==> src/rtl/ws2812_apb_chain.sv <==
// APB3 slave holding a GRB pixel buffer and driving a WS2812 LED chain.
// One frame = every pixel MSB-first, then a low latch interval.
module ws2812_apb_chain #(
  parameter int NUM_LEDS     = 24,
  parameter int BIT_CYCLES   = 125,
  parameter int T0H_CYCLES   = 40,
  parameter int T1H_CYCLES   = 80,
  parameter int RESET_CYCLES = 6000
) (
  input  logic        PCLK,
  input  logic        PRESET,
  input  logic        PSEL,
  input  logic        PENABLE,
  input  logic        PWRITE,
  input  logic [31:0] PADDR,
  input  logic [31:0] PWDATA,
  output logic [31:0] PRDATA,
  output logic        PREADY,
  output logic        PSLVERR,
  output logic        LED,
  output logic        FRAME_DONE
);

  localparam int PW = (NUM_LEDS > 1) ? $clog2(NUM_LEDS) : 1;
  localparam int CW = $clog2(BIT_CYCLES);
  localparam int LW = (RESET_CYCLES > 1) ? $clog2(RESET_CYCLES) : 1;

  localparam logic [PW-1:0] PMAX = PW'(NUM_LEDS - 1);
  localparam logic [CW-1:0] CMAX = CW'(BIT_CYCLES - 1);
  localparam logic [CW-1:0] T0H  = CW'(T0H_CYCLES);
  localparam logic [CW-1:0] T1H  = CW'(T1H_CYCLES);
  localparam logic [LW-1:0] LMAX = LW'(RESET_CYCLES - 1);

  typedef enum logic [1:0] {IDLE, SEND, LATCH} state_e;

  state_e        state_q, state_d;
  logic [PW-1:0] pixel_q, pixel_d;
  logic [4:0]    bit_q, bit_d;
  logic [CW-1:0] cyc_q, cyc_d;
  logic [LW-1:0] lat_q, lat_d;
  logic [23:0]   shift_q, shift_d;
  logic          auto_q, auto_d;
  logic          done_q, done_d;
  logic          led_q, led_d;
  logic          fd_q, fd_d;
  logic [23:0]   pix_q [NUM_LEDS];

  logic [9:0]    w;
  logic [PW-1:0] pix_w;
  logic [PW-1:0] pix_nxt;
  logic [CW-1:0] thigh;
  logic          acc, wr, busy;
  logic          hit_pix, hit_ctrl, hit_stat;
  logic          start_wr;
  logic          unused_ok;

  assign w        = PADDR[11:2];
  assign pix_w    = w[PW-1:0];
  assign acc      = PSEL & PENABLE;
  assign wr       = acc & PWRITE;
  assign hit_pix  = w < 10'(NUM_LEDS);
  assign hit_ctrl = w == 10'h3FE;
  assign hit_stat = w == 10'h3FF;
  assign start_wr = wr & hit_ctrl & PWDATA[0];
  assign busy     = state_q != IDLE;
  assign pix_nxt  = pixel_q + PW'(1);
  assign thigh    = shift_q[23] ? T1H : T0H;

  assign PREADY     = 1'b1;
  assign PSLVERR    = acc & ~(hit_pix | hit_ctrl | hit_stat);
  assign LED        = led_q;
  assign FRAME_DONE = fd_q;
  assign unused_ok  = ^{PADDR[31:12], PADDR[1:0], PWDATA[31:24]};

  always_comb begin
    PRDATA = '0;
    if (acc) begin
      unique case (1'b1)
        hit_pix:  PRDATA = {8'h00, pix_q[pix_w]};
        hit_ctrl: PRDATA = {30'h0, auto_q, 1'b0};
        hit_stat: PRDATA = {30'h0, done_q, busy};
        default:  PRDATA = '0;
      endcase
    end
  end

  always_ff @(posedge PCLK or posedge PRESET) begin
    if (PRESET) begin
      for (int i = 0; i < NUM_LEDS; i++) pix_q[i] <= '0;
    end else if (wr && hit_pix) begin
      pix_q[pix_w] <= PWDATA[23:0];
    end
  end

  always_comb begin
    state_d = state_q;
    pixel_d = pixel_q;
    bit_d   = bit_q;
    cyc_d   = cyc_q;
    lat_d   = lat_q;
    shift_d = shift_q;
    led_d   = 1'b0;
    fd_d    = 1'b0;
    auto_d  = auto_q;
    done_d  = done_q;
    if (wr && hit_ctrl) auto_d = PWDATA[1];
    if (wr && hit_stat && PWDATA[1]) done_d = 1'b0;
    unique case (state_q)
      IDLE: begin
        if (start_wr) begin
          state_d = SEND;
          pixel_d = '0;
          bit_d   = 5'd23;
          cyc_d   = '0;
          shift_d = pix_q[0];
        end
      end
      SEND: begin
        led_d = cyc_q < thigh;
        if (cyc_q == CMAX) begin
          cyc_d = '0;
          if (bit_q == 5'd0) begin
            bit_d = 5'd23;
            if (pixel_q == PMAX) begin
              state_d = LATCH;
              lat_d   = '0;
            end else begin
              pixel_d = pix_nxt;
              shift_d = pix_q[pix_nxt];
            end
          end else begin
            bit_d   = bit_q - 5'd1;
            shift_d = {shift_q[22:0], 1'b0};
          end
        end else begin
          cyc_d = cyc_q + CW'(1);
        end
      end
      LATCH: begin
        if (lat_q == LMAX) begin
          fd_d   = 1'b1;
          done_d = 1'b1;
          if (auto_q) begin
            state_d = SEND;
            pixel_d = '0;
            bit_d   = 5'd23;
            cyc_d   = '0;
            shift_d = pix_q[0];
          end else begin
            state_d = IDLE;
          end
        end else begin
          lat_d = lat_q + LW'(1);
        end
      end
      default: state_d = IDLE;
    endcase
  end

  always_ff @(posedge PCLK or posedge PRESET) begin
    if (PRESET) begin
      state_q <= IDLE;
      pixel_q <= '0;
      bit_q   <= '0;
      cyc_q   <= '0;
      lat_q   <= '0;
      shift_q <= '0;
      auto_q  <= 1'b0;
      done_q  <= 1'b0;
      led_q   <= 1'b0;
      fd_q    <= 1'b0;
    end else begin
      state_q <= state_d;
      pixel_q <= pixel_d;
      bit_q   <= bit_d;
      cyc_q   <= cyc_d;
      lat_q   <= lat_d;
      shift_q <= shift_d;
      auto_q  <= auto_d;
      done_q  <= done_d;
      led_q   <= led_d;
      fd_q    <= fd_d;
    end
  end

endmodule

==> config.mk <==
export PLATFORM = sky130hd
export DESIGN_NAME = ws2812_apb_chain
export DESIGN_NICKNAME = d
export VERILOG_FILES = /design/src/rtl/ws2812_apb_chain.sv
export SDC_FILE = /design/constraint.sdc
export NUM_CORES = 2
export LEC_CHECK = 0
export CORE_MARGIN = 3
export CORE_UTILIZATION = 41
export CTS_BUF_LIST = sky130_fd_sc_hd__clkbuf_8 sky130_fd_sc_hd__clkbuf_16
export DETAILED_ROUTE_END_ITERATION = 8
export GPL_TIMING_DRIVEN = 0
export PLACE_DENSITY = 0.55
export SKIP_LAST_GASP = 1
export SLEW_MARGIN = 40
export SYNTH_ARGS = -nofsm -noshare
export SYNTH_HDL_FRONTEND = slang
export SYNTH_SLANG_ARGS = --single-unit
==> constraint.sdc <==
create_clock -name PCLK -period 52.9 [get_ports PCLK]
set_clock_uncertainty 0.2 [all_clocks]
set_input_delay 5.29 -clock PCLK [delete_from_list [all_inputs] [get_ports PCLK]]
set_output_delay 5.29 -clock PCLK [all_outputs]
set_load 0.005 [all_outputs]
==> impl_metrics.json <==
{
  "finalCritPeriodShare_pct": 27.7,
  "ff2ff_setup_slack_ns": 49.05,
  "fin_cells": 3719,
  "finalHoldViolCount": 0,
  "wl_per_cell_um": 35.1,
  "cts_max_level": 3,
  "path_clk_slew_ns": 0.06,
  "dr_total_vias": 24300,
  "grt_pass1_vias": 24800,
  "grt_use_total_pct": 30.2,
  "hp-start": "shift_q[12]",
  "slowest_stage": "buf_2",
  "totalWireLength_mm": 131,
  "timing.hold.ws_ns": 0.281,
  "drive_gt1_share_pct": 44.6,
  "r2r_cells": 10,
  "dpl_worst_slack_ns": 38.27,
  "grt_setup_unrepaired": "no",
  "io-pin-count": 105,
  "fp.dieH_um": 294,
  "reg2reg_to": "shift_q[15]",
  "root_buffer": "clkbuf_16",
  "initial_utilization_pct": 41.4,
  "ys_ff_latch": 636,
  "p_leak_nw": 17.4,
  "clock_latency_ns": 0.64,
  "worst_pin_slew_ns": 0.945,
  "status": "completed",
  "die-area_sq_mm": 0.0865,
  "cts.path.max_buffers": 3,
  "route.detailed.drc": 0,
  "synthTopCellsByArea": "dfrtp_1 47%, mux2_2 19%, mux4_2 19%, a22oi_1 2.1%, nand2_1 1.5%",
  "final_util_pct": 47.5,
  "syn-instance-count": 2428,
  "die_w_um": 294,
  "reg2reg_from": "pixel_q[1]",
  "synth_area_leader_cell": "dfrtp_1",
  "synth_warnings": 0,
  "cts.hold.buffers_added": 0,
  "viasPerCell": 6.53,
  "cp-end-kind": "output pin",
  "synth-seq-area-share_pct": 46.8,
  "fin_ws_ns": 38.22,
  "drt_iter0_drc": 2703,
  "clkSinkCount": 636,
  "antenna_found_initial": 0,
  "fillers": 7132,
  "peakVddDrop_mv": 0.0236,
  "p_per_area_mw_per_mm2": 27.5,
  "grt_max_degree": 79,
  "cts_tree": "done",
  "tns_ns": 0,
  "gp_congestion": 0.904,
  "clock.fmax_ghz": 0.0681,
  "core_region_area_sq_mm": 0.0821,
  "whs_endpoint": "shift_q[12]",
  "min_path_cells": 1,
  "slew-limit-headroom_pct": 37.0,
  "finalMaxSlewViolations": 0,
  "critPathRequiredTime_ns": 47.41,
  "cts_resized": 0,
  "portBuffers": 64,
  "period_minus_slack_ns": 14.68,
  "dp.cells": 3584,
  "arrival_ns": 9.19,
  "area_growth_pct": 14.7,
  "synth_top_area_share_pct": 46.8,
  "rows": 105,
  "syn_area_sq_mm": 0.0340,
  "hp-class": "flop to flop",
  "synth-edff-count": 0,
  "numCtsBuffers": 74,
  "ys.flop_type": "dfrtp_1",
  "critPathLaunchType": "input pin",
  "syn_area_per_cell_sq_um": 14.0,
  "overflow": 0,
  "path_cells": "clkdlybuf4s50_1, buf_2, clkbuf_1, buf_2, mux4_2, a22oi_1, a31oi_1, clkdlybuf4s50_1",
  "final_nets": 2668,
  "synth-async-reset-ratio_pct": 100,
  "crit_fanout": 10,
  "setup_viol": 0,
  "drt-pass1-iter-count": 5,
  "grt_pass1_wl_mm": 184,
  "synth.distinct_cells": 66,
  "postRouteAntennaNets": 0,
  "post-cts-setup-buffer-count": 0,
  "path_class": "input pin to output pin",
  "slowest_delay_ns": 0.78,
  "crit_path_start": "PADDR[3]",
  "maxCapViolations": 0,
  "place_hpwl_mm": 88.9
}
through the flow:
step	total power, mW	instance area [sq um]
4_1_cts	1.08	39000
3_3_place_gp	0.547	36000
3_5_place_dp	0.551	36500
6_report	1.07	39000
5_1_grt	1.10	39000
2_1_floorplan	0.523	34000
worst max-delay path by stage:
| stage | slack, ns | depth (start not counted) | endpoint |
|---|---|---|---|
| after floorplan | 29.59 | 1 | FRAME_DONE |
| after global placement | 22.31 | 2 | pix_q[3] |
| after detailed placement | 38.27 | 8 | PRDATA[10] |
| after CTS | 38.26 | 8 | PRDATA[10] |
| after global routing | 38.19 | 8 | PRDATA[10] |
| final | 38.22 | 8 | PRDATA[10] |
power breakdown:
| group | switching (mW) | internal [mW] | total (mW) | leakage, nW |
|---|---|---|---|---|
| combinational | 0.0385 | 0.0147 | 0.0533 | 7.24 |
| sequential | 0.00116 | 0.488 | 0.489 | 8.83 |
| clock | 0.220 | 0.312 | 0.532 | 1.28 |
| total | 0.259 | 0.815 | 1.07 | 17.4 |
cell families after synthesis:
group                      after synthesis  share of synthesized area (%)
muxes                                  890                           38.8
DFF                                    636                           46.8
AOI/OAI and AO/OA                      322                           6.08
and+or+nand+nor                        308                           4.28
buffers and inverters                  250                           3.42
xor gates and xnor gates                12                          0.331
adders and majority gates                8                          0.294
other                                    2                         0.0221
routing by layer:
layer	global-route usage, %	vias to the layer above	wire length, um
li1	-	9611	-
met1	39.2	13000	51100
met2	46.1	1304	59300
met3	8.04	338	12100
met4	16.7	0	8130
met5	0	-	0
Yosys cell counts (7+ instances only):
| cell type | instances |
|---|---|
| buf_2 | 75 |
| a31oi_1 | 49 |
| and3_1 | 9 |
| o21ai_0 | 51 |
| inv_1 | 10 |
| buf_1 | 22 |
| a21o_1 | 24 |
| nor2_1 | 71 |
| xnor2_1 | 9 |
| ha_1 | 8 |
| buf_4 | 33 |
| nand4_1 | 7 |
| mux2_2 | 574 |
| a21oi_1 | 75 |
| mux2i_1 | 28 |
| mux4_2 | 285 |
| clkbuf_1 | 109 |
| dfrtp_1 | 636 |
| nand2_1 | 132 |
| nor2_2 | 13 |
| nand3_1 | 24 |
| a22oi_1 | 95 |
| nor3_1 | 7 |
final cells by class:
class	count	area, sq um	share of cell area (%)
Timing Repair Buffer	80	1030	2.64
Sequential cell	636	15900	40.8
Tap cell	1070	1340	3.43
Inverter	10	45.0	0.115
Buffer	240	1190	3.05
Clock inverter	41	384	0.985
Antenna cell	1	2.50	0.00642
Multi-Input combinational cell	1549	17000	43.6
Clock buffer	92	2110	5.41
layout by cell type, fill, tap and decap left out, types with 6 or more instances in the layout:
cell,netlist,layout
nor3_1,7,6
clkbuf_8,0,17
mux2i_1,28,28
buf_1,22,6
ha_1,8,8
buf_2,75,91
clkbuf_2,0,33
xnor2_1,9,9
nand4_1,7,7
mux2_2,574,574
a31oi_1,49,48
mux4_2,285,285
nand2_1,132,132
a21oi_1,75,75
dfrtp_1,636,636
inv_1,10,20
o21ai_0,51,51
bufinv_16,0,6
nor2_2,13,12
nor2_1,71,71
a22oi_1,95,95
nand3_1,24,24
clkbuf_16,0,75
clkdlybuf4s50_1,0,64
clkinv_2,0,16
clkbuf_1,109,76
and3_1,9,9
a21o_1,24,24
buf_16,0,13
buf_4,33,34
conb_1,2,9
worst max-delay path, delay by kind of cell:
family / cells / cell delay (ns)
buffers and inverters: 5 / 2.88
AOI/OAI and AO/OA: 2 / 0.56
muxes: 1 / 0.41
sequential cells by signal, indices dropped and copies added (netlist names):
register	flops
FRAME_DONE	1
LED	1
auto_q	1
bit_q	5
cyc_q	7
done_q	1
lat_q	13
pix_q	576
pixel_q	5
shift_q	24
state_q	2
Power figures use the tool's default switching activity.
